### src/rtl/dgs_code_sched.sv
// Diagnostic blink-code scheduler: rotates latched faults onto one LED as pulse bursts plus a dark gap.
// Latency: FAULT at edge k -> LOAD k+1 -> BLINK k+2 -> LED_OUT high from k+3; no backpressure, faults latch until CLEAR.
// Optional DGS_SCHED_PRIO_EN: lowest pending index always wins instead of round-robin.
module dgs_code_sched #(
  parameter int FREQ_HZ    = 100000000,
  parameter int PULSE_US   = 1,
  parameter int NUM_SRC    = 4,
  parameter int CODE_W     = 3,
  parameter int GAP_QUANTS = 4
) (
  input  logic                         CLK,
  input  logic                         RST,
  input  logic [NUM_SRC-1:0]           FAULT,
  input  logic [NUM_SRC-1:0]           CLEAR,
  input  logic [NUM_SRC*CODE_W-1:0]    CODE_TABLE,
  output logic                         LED_OUT,
  output logic [$clog2(NUM_SRC)-1:0]   ACTIVE_IDX,
  output logic                         BUSY,
  output logic                         FRAME_DONE
);

  localparam int PULSE = (FREQ_HZ / 1000000) * PULSE_US;
  localparam int QUANT = 2 * PULSE;
  localparam int IDX_W = $clog2(NUM_SRC);
  localparam int CNT_W = (QUANT > 2) ? $clog2(QUANT) : 1;
  localparam int GQ_W  = (GAP_QUANTS > 1) ? $clog2(GAP_QUANTS) : 1;

  localparam logic [CNT_W-1:0] CNT_LAST = CNT_W'(QUANT - 1);
  localparam logic [CNT_W-1:0] PULSE_C  = CNT_W'(PULSE);
  localparam logic [GQ_W-1:0]  GQ_LAST  = GQ_W'(GAP_QUANTS - 1);
  localparam logic [IDX_W-1:0] IDX_LAST = IDX_W'(NUM_SRC - 1);

  typedef enum logic [1:0] {
    ST_IDLE,
    ST_LOAD,
    ST_BLINK,
    ST_GAP
  } state_t;

  state_t              state;
  state_t              state_nxt;
  logic [NUM_SRC-1:0]  pending;
  logic [CNT_W-1:0]    cntr;
  logic [CODE_W-1:0]   blink_cnt;
  logic [GQ_W-1:0]     gap_q;
  logic [IDX_W-1:0]    last_idx;
  logic [IDX_W-1:0]    sel;
  logic                sel_vld;
  logic                quant_end;
  logic                frame_end;
  logic [CODE_W-1:0]   load_code;
  logic [CODE_W-1:0]   code_arr [NUM_SRC];

  for (genvar g = 0; g < NUM_SRC; g++) begin : g_code
    assign code_arr[g] = CODE_TABLE[g*CODE_W +: CODE_W];
  end

  // ACTIVE_IDX is already updated when LOAD runs, so it indexes the table directly.
  assign load_code = code_arr[ACTIVE_IDX];
  assign sel_vld   = |pending;
  assign quant_end = (cntr == CNT_LAST);
  assign BUSY      = (state != ST_IDLE);

`ifdef DGS_SCHED_PRIO_EN
  always_comb begin
    sel = '0;
    for (int i = NUM_SRC - 1; i >= 0; i--) begin
      if (pending[IDX_W'(i)]) sel = IDX_W'(i);
    end
  end
`else
  // Scan from farthest to nearest so the first pending index after last_idx wins.
  always_comb begin
    int j;
    j   = 0;
    sel = '0;
    for (int off = NUM_SRC; off >= 1; off--) begin
      j = int'(last_idx) + off;
      if (j >= NUM_SRC) j = j - NUM_SRC;
      if (pending[IDX_W'(j)]) sel = IDX_W'(j);
    end
  end
`endif

  always_comb begin
    state_nxt = state;
    frame_end = 1'b0;
    case (state)
      ST_IDLE:  if (sel_vld) state_nxt = ST_LOAD;
      ST_LOAD:  state_nxt = (load_code != '0) ? ST_BLINK : ST_GAP;
      ST_BLINK: if (quant_end && blink_cnt == CODE_W'(1)) state_nxt = ST_GAP;
      ST_GAP: begin
        if (quant_end && gap_q == GQ_LAST) begin
          state_nxt = ST_IDLE;
          frame_end = 1'b1;
        end
      end
      default:  state_nxt = ST_IDLE;
    endcase
  end

  always_ff @(posedge CLK) begin
    if (RST) begin
      state      <= ST_IDLE;
      pending    <= '0;
      cntr       <= '0;
      blink_cnt  <= '0;
      gap_q      <= '0;
      last_idx   <= IDX_LAST;
      ACTIVE_IDX <= '0;
      LED_OUT    <= 1'b0;
      FRAME_DONE <= 1'b0;
    end else begin
      state   <= state_nxt;
      // A set in the same clock as a clear wins, so a 1-clock fault is never dropped.
      pending <= FAULT | (pending & ~CLEAR);

      if (state == ST_BLINK || state == ST_GAP) cntr <= quant_end ? '0 : cntr + 1'b1;
      else                                      cntr <= '0;

      if (state == ST_IDLE && sel_vld) ACTIVE_IDX <= sel;

      if (state == ST_LOAD) begin
        blink_cnt <= load_code;
        gap_q     <= '0;
      end else if (state == ST_BLINK && quant_end) begin
        blink_cnt <= blink_cnt - 1'b1;
      end else if (state == ST_GAP && quant_end) begin
        gap_q <= (gap_q == GQ_LAST) ? '0 : gap_q + 1'b1;
      end

      if (frame_end) last_idx <= ACTIVE_IDX;

      LED_OUT    <= (state == ST_BLINK) && (cntr < PULSE_C);
      FRAME_DONE <= frame_end;
    end
  end

endmodule
### config.mk
export PLATFORM = sky130hd
export DESIGN_NAME = dgs_code_sched
export DESIGN_NICKNAME = d
export VERILOG_FILES = /design/src/rtl/dgs_code_sched.sv
export SDC_FILE = /design/constraint.sdc
export NUM_CORES = 1
export LEC_CHECK = 0
export ABC_AREA = 1
export BUFFER_PORTS_ARGS = -buffer_cell sky130_fd_sc_hd__buf_4
export CORE_UTILIZATION = 25
export DETAILED_ROUTE_END_ITERATION = 16
export HOLD_SLACK_MARGIN = 0.12
export PLACE_DENSITY_LB_ADDON = 0.08
export SLEW_MARGIN = 20
export SYNTH_ARGS = -nofsm -noshare
export SYNTH_HDL_FRONTEND = slang
export SYNTH_SLANG_ARGS = --single-unit
### constraint.sdc
create_clock -name CLK -period 1.89 [get_ports CLK]
set_input_delay 0.0945 -clock CLK [delete_from_list [all_inputs] [get_ports CLK]]
set_output_delay 0.0945 -clock CLK [all_outputs]
set_load 0.005 [all_outputs]
== Yosys cells after proc, flatten, opt, wreduce, memory -nomap -nowiden ==
Index checks and enable logic that the tools add are counted.
Storage, ports and cells
  memory bits (writable): 0
  memories kept: 0
  bits in read-only memories: 0
  bits in registers: 25
  output and inout bits: 5
  bits in latches: 0
Cells by class
  reduce and logical (&&, ||, !) cells: 16
  muxes and demuxes: 33
  equality and inequality tests: 9
  shift operators: 0
  order comparisons: 10
  divide/modulo/power cells: 0
  bitwise logic cells: 6
  multiply operators: 0
  $add $sub $neg: 11
Operators with widths (number)
  two-way mux 2 bit: 12
  less-than comparator 2 x 4 -> 1 bit, second input constant: 4
  greater-or-equal comparator 3 bit, second input constant: 4
  two-way mux 3 bit: 4
  two-way mux 1 bit: 11
  adder 8 x 1 -> 8 bit, second input constant: 1
  binary-select mux 1 bit (select 2 bit): 4
  == test 8 bit, second input constant: 1
  less-than comparator 8 x 7 -> 1 bit, second input constant: 1
  one-hot mux 2 bit (4 select lines): 1
  subtractor 2 x 1 -> 2 bit, second input constant: 4
  adder 2 x 2 -> 3 bit, second input constant: 2
  binary-select mux 3 bit (select 2 bit): 1
  == test 2 bit, second input constant: 3
  logical AND 1 bit: 6
  != test 2 bit, second input constant: 3
  adder 2 x 3 -> 4 bit, second input constant: 1
  AND 4 bit: 1
  greater-or-equal comparator 4 x 3 -> 1 bit, second input constant: 1
  inverter 4 bit: 1
  bitwise OR 4 bit: 1
  nonzero test 2 bit: 2
  OR reduction 4 bit: 1
  adder 2 x 1 -> 3 bit, second input constant: 1
  13 further kinds: 14

== Logic depth before layout (Yosys ltp) ==
Gate-level depths: netlist of the first run.
  depth in word-level cells: 10
  depth in mapped cells: 11

== Least setup slack after synthesis of the first run ==
Ideal clock, no wire load.
  path kind: flip-flop to flip-flop
  from: reg cntr[0]
  to: reg gap_q[0]
  slack: 0.570 ns
  path buffers: 0
  arrival: 1.204 ns
  setup time: 0.116 ns
  period minus slack after synthesis: 1.320 ns
  cell stages (with the launch flop): 8
  cells stage by stage: dfxtp_1 ha_1 nand2_1 nor2_2 nand2_2 nor3_2 o21ai_0 o211a_1
Between the ends
  word-level cells in the longest chain between the ends: 4
  elaborated cells between the ends (all ways): 5
Ends and longest elaborated chain
  start: declaration: RTL line 43  | logic [CNT_W-1:0] cntr;
  start signal: assignment: RTL line 118  | if (state == ST_BLINK || state == ST_GAP) cntr <= quant_end ? '0 : cntr + 1'b1;
  == test 8 bit *: RTL line 61  | assign quant_end = (cntr == CNT_LAST);
  logical AND 1 bit: RTL line 126  | end else if (state == ST_BLINK && quant_end) begin
  inverter 1 bit (no source line)
  AND reduction 2 bit (no source line) *
  end signal: assignment: RTL line 129  | gap_q <= (gap_q == GQ_LAST) ? '0 : gap_q + 1'b1;
  end: declaration: RTL line 45  | logic [GQ_W-1:0] gap_q;
Mark *: on every way between the ends. The rest lies on a longest branch, timed or not.
A chain may end at the register's enable or synchronous reset.

== Final worst setup path of the first run ==
  from: in FAULT[3]
  to: reg pending[3]
Between the ends
  word-level cells in the longest chain between the ends: 1
Ends and longest elaborated chain
  start: declaration: RTL line 13  | input logic [NUM_SRC-1:0] FAULT,
  bitwise OR 4 bit: RTL line 116  | pending <= FAULT | (pending & ~CLEAR);
  end signal: assignment: RTL line 116
  end: declaration: RTL line 42  | logic [NUM_SRC-1:0] pending;
No other way between the ends.

==> results.cfg, run 1 <==
[synthesis]
synth-seq-cells = 25
synth_top_family_by_area = simple AND/OR/NAND/NOR gates
syn_avg_cell_area_um2 = 6.68
synth-edff-count = 0
synth.top_cell.area_share_pct = 34.2
synthFlopType = dfxtp_1
synthAdderAreaFrac_pct = 6.84
synth_area_leaders = dfxtp_1 (34%), nand2_1 (15%), inv_1 (7.2%)
synth_cell_types = 32
yosys.area_share.xor_xnor_pct = 1.20
synth_compound_gate_area_share_pct = 13.8
synthCells = 219
syn-cell-area_um2 = 1460
syn-num-nets = 249
synth_seq_area_share_pct = 34.2
yosys.area_share.simple_pct = 34.0
muxShareOfSynthArea_pct = 0
yosys_warnings = 0
synthArstFlopShare_pct = 0
netlist.top_cell.by_area = dfxtp_1

[floorplanning]
initial_core_util_pct = 26.3
core_um2 = 5570
row_count = 27
dieArea_um2 = 6170
io_pins = 27
dieWidth_um = 78.5
die_h_um = 78.5

[setup_path]
critical_path_class = primary input to flip-flop
crit_fanout = 1
critPathTopFamily = buffers and inverters
rrSetupSlack_ns = 0.09
worst_ep_arrival_time_ns = 1.98
crit_slowest_cell = dlygate4sd3_1
critical_path_required_ns = 2.05
path_cells = dlygate4sd3_1 -> buf_4 -> nor2_1 -> dlygate4sd3_1 -> nor2_1 -> dlygate4sd3_1
cp-start-kind = primary input
slowest_delay_ns = 0.55
path_common_cell = dlygate4sd3_1
cp.buffers_inverters = 4
end_kind = flip-flop

[run_status]
outcome = finished clean

[grt]
grt_overflow = 0
grt_max_degree = 15
grt_pass1_vias = 1363
grt.total_usage_pct = 12.2
grt_pass1_wl_mm = 6.04
grt_antenna_before_repair = 0

[clock_tree]
cts_tree = yes
htreeDepth = 1
cts_sinks = 25
post-cts-setup-buffers = 0
cts.reportedPaths.clkPinSlew_ns = 0.09
clk_path_buf_depth = 2
clk_latency_ns = 0.26
cts-root-buf = clkbuf_8
cts_buffers = 3

[drt]
drc = 0
vias_per_cell = 4.44
vias = 1471
totalWireLength_mm = 3.47
wire_per_inst_um = 10.5
drtPass1Iterations = 4
ant_nets = 0
drtIter0Drc = 73

[placement]
placed_area_um2 = 1720
hpwl_mm = 2.68
gp_congestion = 0.728
port_buffers = 26

[timing]
fin_skew_ns = 0.00178
slew-limit-headroom_pct = 74.8
holdWs_ns = 0.237
setup_viol = 0
drv_slew = 0
hold_viol = 0
fmax_mhz = 549
min_period_ns = 1.82
worstMarginPinSlew_ns = 0.375
setup-tns-final_ns = 0
grt_setup_unrepaired = no
period_share_pct = 96.4

[flow_run]
drv_cap = 0

[cells_and_area]
fin_util_pct = 34.1
layout.nets = 290
antenna_cells = 0
area_growth_pct = 29.8
fin_area_um2 = 1900
layout-drive-gt1-share_pct = 17.4

[worst_hold_path]
min_path_type = primary input to flip-flop

[pwr]
p_per_area_nw_per_um2 = 826
p_leak_uw = 0.000898
finalPower_uw = 1570
peakVddDrop_uv = 454
[layout make-up]
cell class	count	area (µm²)
clock buffer	3	41.3
timing repair buffer	39	325
inverter	32	120
clock inverter	1	5.00
tap	72	90.1
fill	624	3670
sequential	25	502
multi-input combinational	159	817
[sequential cells by signal, indices dropped and copies added (netlist names)]
| signal | count |
|---|---|
| state | 2 |
| gap_q | 2 |
| ACTIVE_IDX | 2 |
| last_idx | 2 |
| pending | 4 |
| LED_OUT | 1 |
| FRAME_DONE | 1 |
| blink_cnt | 3 |
| cntr | 8 |
[cells in the final DEF (no fill, tap or decap), types with 2 or more instances in the layout]
cell type and instances:
buf_4 26, a21oi_1 14, dlygate4sd3_1 13, inv_1 28, o21ai_1 2, ha_1 8
nor2_1 25, dfxtp_1 24, nor3_1 3, nand3_1 18, nand2_1 58, nor3_2 2
nor4_1 2, inv_2 4, o21ai_0 7, nor2_2 2, clkbuf_8 3, o211ai_1 3
[cells in the mapped netlist, types with 2 or more instances]
master,n
nand2_1,58
inv_1,28
dfxtp_1,25
nor2_1,25
nand3_1,18
a21oi_1,14
ha_1,8
o21ai_0,7
inv_2,4
nor3_1,3
o211ai_1,3
buf_6,2
nor2_2,2
nor3_2,2
nor4_1,2
o21ai_1,2
[logic make-up after synthesis]
family,after synthesis
simple gates,115
buf+inv,35
compound gates,34
flops,25
fa+ha+maj,8
xor+xnor,2
[metal layers]
metal | vias up | share of wire, % | global-route usage, %
met5 | - | 0 | 0
met3 | 2 | 4.8 | 2.91
met1 | 661 | 49 | 16.2
li1 | 785 | - | -
met4 | 0 | 0.69 | 2.78
met2 | 23 | 45 | 20.0
[final timing paths]
| check | from | endpoint | cells past startpoint |
|---|---|---|---|
| min reg2reg | cntr[0] | cntr[0] | 1 |
| min | CODE_TABLE[7] | blink_cnt[1] | 5 |
| max | FAULT[3] | pending[3] | 6 |
| max reg2reg | pending[3] | pending[3] | 6 |
[what timing repair did]
item | 4_1_cts | 5_1_grt
gates resized for setup | 0 | 1
endpoints found under the setup margin | 0 | 1
hold buffers | 13 | 0
hold endpoints to repair | 8 | 0
[power breakdown]
part,internal (µW),switching (µW)
logic,263,327
clock network,147,171
registers,591,69.1
total,1000,567
[tightest hold or removal path: stages]
cell      delay (ns)
buf_4           0.11
nand2_1         0.05
nand3_1         0.06
nand2_1         0.09
a211oi_1        0.07
[per-stage QoR]
stage | std cells | setup WS, ns
detailed placement | 314 | 0.400
CTS | 331 | 0.0736
finish | 331 | 0.0674
global route | 331 | 0.00216
floorplan | 219 | 0.570
global placement | 314 | 0.419
Power figures use the tool's default switching activity.
==> inputs of run 2 (changes only) <==
--- a/config.mk
+++ b/config.mk
@@ -11,6 +11,8 @@
 export DETAILED_ROUTE_END_ITERATION = 16
 export HOLD_SLACK_MARGIN = 0.12
 export PLACE_DENSITY_LB_ADDON = 0.08
+export RECOVER_POWER = 100
+export REMOVE_ABC_BUFFERS = 1
 export SLEW_MARGIN = 20
 export SYNTH_ARGS = -nofsm -noshare
 export SYNTH_HDL_FRONTEND = slang
==> run 2 against run 1 <==
Register-to-register slack improved by 0.02 ns; power is 0.45% lower; cell count down 0.30%; largest power group unchanged; combinational power decreased by 2%.
==> results.cfg, run 2 (synthesis gave the netlist of run 1 again) <==
[drt]
drtIter0Drc = 76
vias = 1424
vias_per_cell = 4.32
drc = 0
wire_per_inst_um = 10.2
totalWireLength_mm = 3.38
ant_nets = 0
drtPass1Iterations = 4

[timing]
setup_viol = 0
period_share_pct = 97.0
worstMarginPinSlew_ns = 0.382
setup-tns-final_ns = 0
setup_ws_ns = 0.0567
min_period_ns = 1.83
grt_setup_unrepaired = no
fmax_mhz = 545
slew-limit-headroom_pct = 74.3
fin_skew_ns = 0.00781
hold_viol = 0
drv_slew = 0

[floorplanning]
dieWidth_um = 78.5
io_pins = 27
core_um2 = 5570
initial_core_util_pct = 26.3
die_h_um = 78.5
dieArea_um2 = 6170
row_count = 27

[flow_run]
drv_cap = 0

[setup_path]
path_cells = dlygate4sd3_1 -> buf_4 -> nor2_1 -> dlygate4sd3_1 -> nor2_1 -> dlygate4sd3_1
critical_path_class = primary input to flip-flop
path_common_cell = dlygate4sd3_1
worst_ep_arrival_time_ns = 1.99
cp-start-kind = primary input
crit_slowest_cell = dlygate4sd3_1
critical_path_required_ns = 2.05
crit_fanout = 1
end_kind = flip-flop
slowest_delay_ns = 0.55

[grt]
grt_pass1_wl_mm = 5.97
grt_overflow = 0
grt.total_usage_pct = 12.0
grt_antenna_before_repair = 0
grt_max_degree = 15
grt_pass1_vias = 1395

[placement]
hpwl_mm = 2.53
dp_slack_ns = 0.403
port_buffers = 26
gp_congestion = 0.726

[worst_hold_path]
min_path_type = primary input to flip-flop

[cells_and_area]
largest_register = cntr
layout-drive-gt1-share_pct = 16.3
reg_top3 = cntr x8, pending x4, blink_cnt x3
antenna_cells = 0
final_cell_mix = nand2_1 (59), inv_1 (27), nor2_1 (26), dfxtp_1 (24)
layout.nets = 289
layout_commonest_cell = nand2_1
largest_reg_flops = 8
area_growth_pct = 28.2

[pwr]
peakVddDrop_uv = 243
p_leak_uw = 0.000889
p_per_area_nw_per_um2 = 832

[clock_tree]
cts_sinks = 25
clk_latency_ns = 0.27
post-cts-setup-buffers = 0
clk_path_buf_depth = 2
htreeDepth = 1
cts.reportedPaths.clkPinSlew_ns = 0.09
cts-root-buf = clkbuf_8
cts_buffers = 3
cts_tree = yes

[run_status]
outcome = finished clean
-- run 2: final cells by class --
type | instances | area [µm²]
inverters | 32 | 120
fillers | 601 | 3700
clock buffers | 3 | 41.3
multi-input cells | 159 | 803
repair buffers | 38 | 315
flip-flops and latches | 25 | 502
well taps | 72 | 90.1
clock inverters | 1 | 5.00
-- run 2: per-stage QoR --
| step | hold slack, ns | instance area [µm²] | cells | power (µW) | util (%) |
|---|---|---|---|---|---|
| final | 0.229 | 1880 | 330 | 1560 | 33.7 |
| after global routing | 0.283 | 1880 | 330 | 1710 | 33.7 |
| after CTS | 0.236 | 1900 | 331 | 1600 | 34.1 |
| after detailed placement | 0.312 | 1720 | 314 | 1240 | 30.9 |
| after global placement | 0.307 | 1720 | 314 | 1250 | 30.9 |
| after floorplan | 0.164 | 1440 | 216 | 1060 | - |
-- run 2: final timing paths --
path	depth (start not counted)	startpoint	slack, ns	end
max reg2reg	6	pending[2]	0.11	pending[2]
min	5	CODE_TABLE[7]	0.23	blink_cnt[1]
max	6	FAULT[2]	0.06	pending[2]
min reg2reg	1	cntr[0]	0.46	cntr[0]
-- run 2: report_power, final --
group	internal, µW	total (µW)	switching (µW)	leakage (µW)
Sequential	591	656	65.0	0.000204
Clock	148	327	179	0.0000255
Combinational	256	579	323	0.000659
-- run 2: metal layers --
layer  GRT usage [%]  vias up  routed length (µm)
met5               0        -                   0
met3            2.56        4                 128
met2            19.7       21                1480
li1                -      782                   -
met4            3.89        0                  35
met1            15.4      617                1730
-- run 2: repair_timing --
item | 4_1_cts | 5_1_grt
endpoints found under the hold margin | 8 | 0
hold buffers | 13 | 0
resized for setup | 0 | 2
setup endpoints to repair | 0 | 2
-- run 2: critical path: cells and delay by family --
family        cells  cell delay (ns)
buf+inv           4             1.77
simple gates      2             0.12
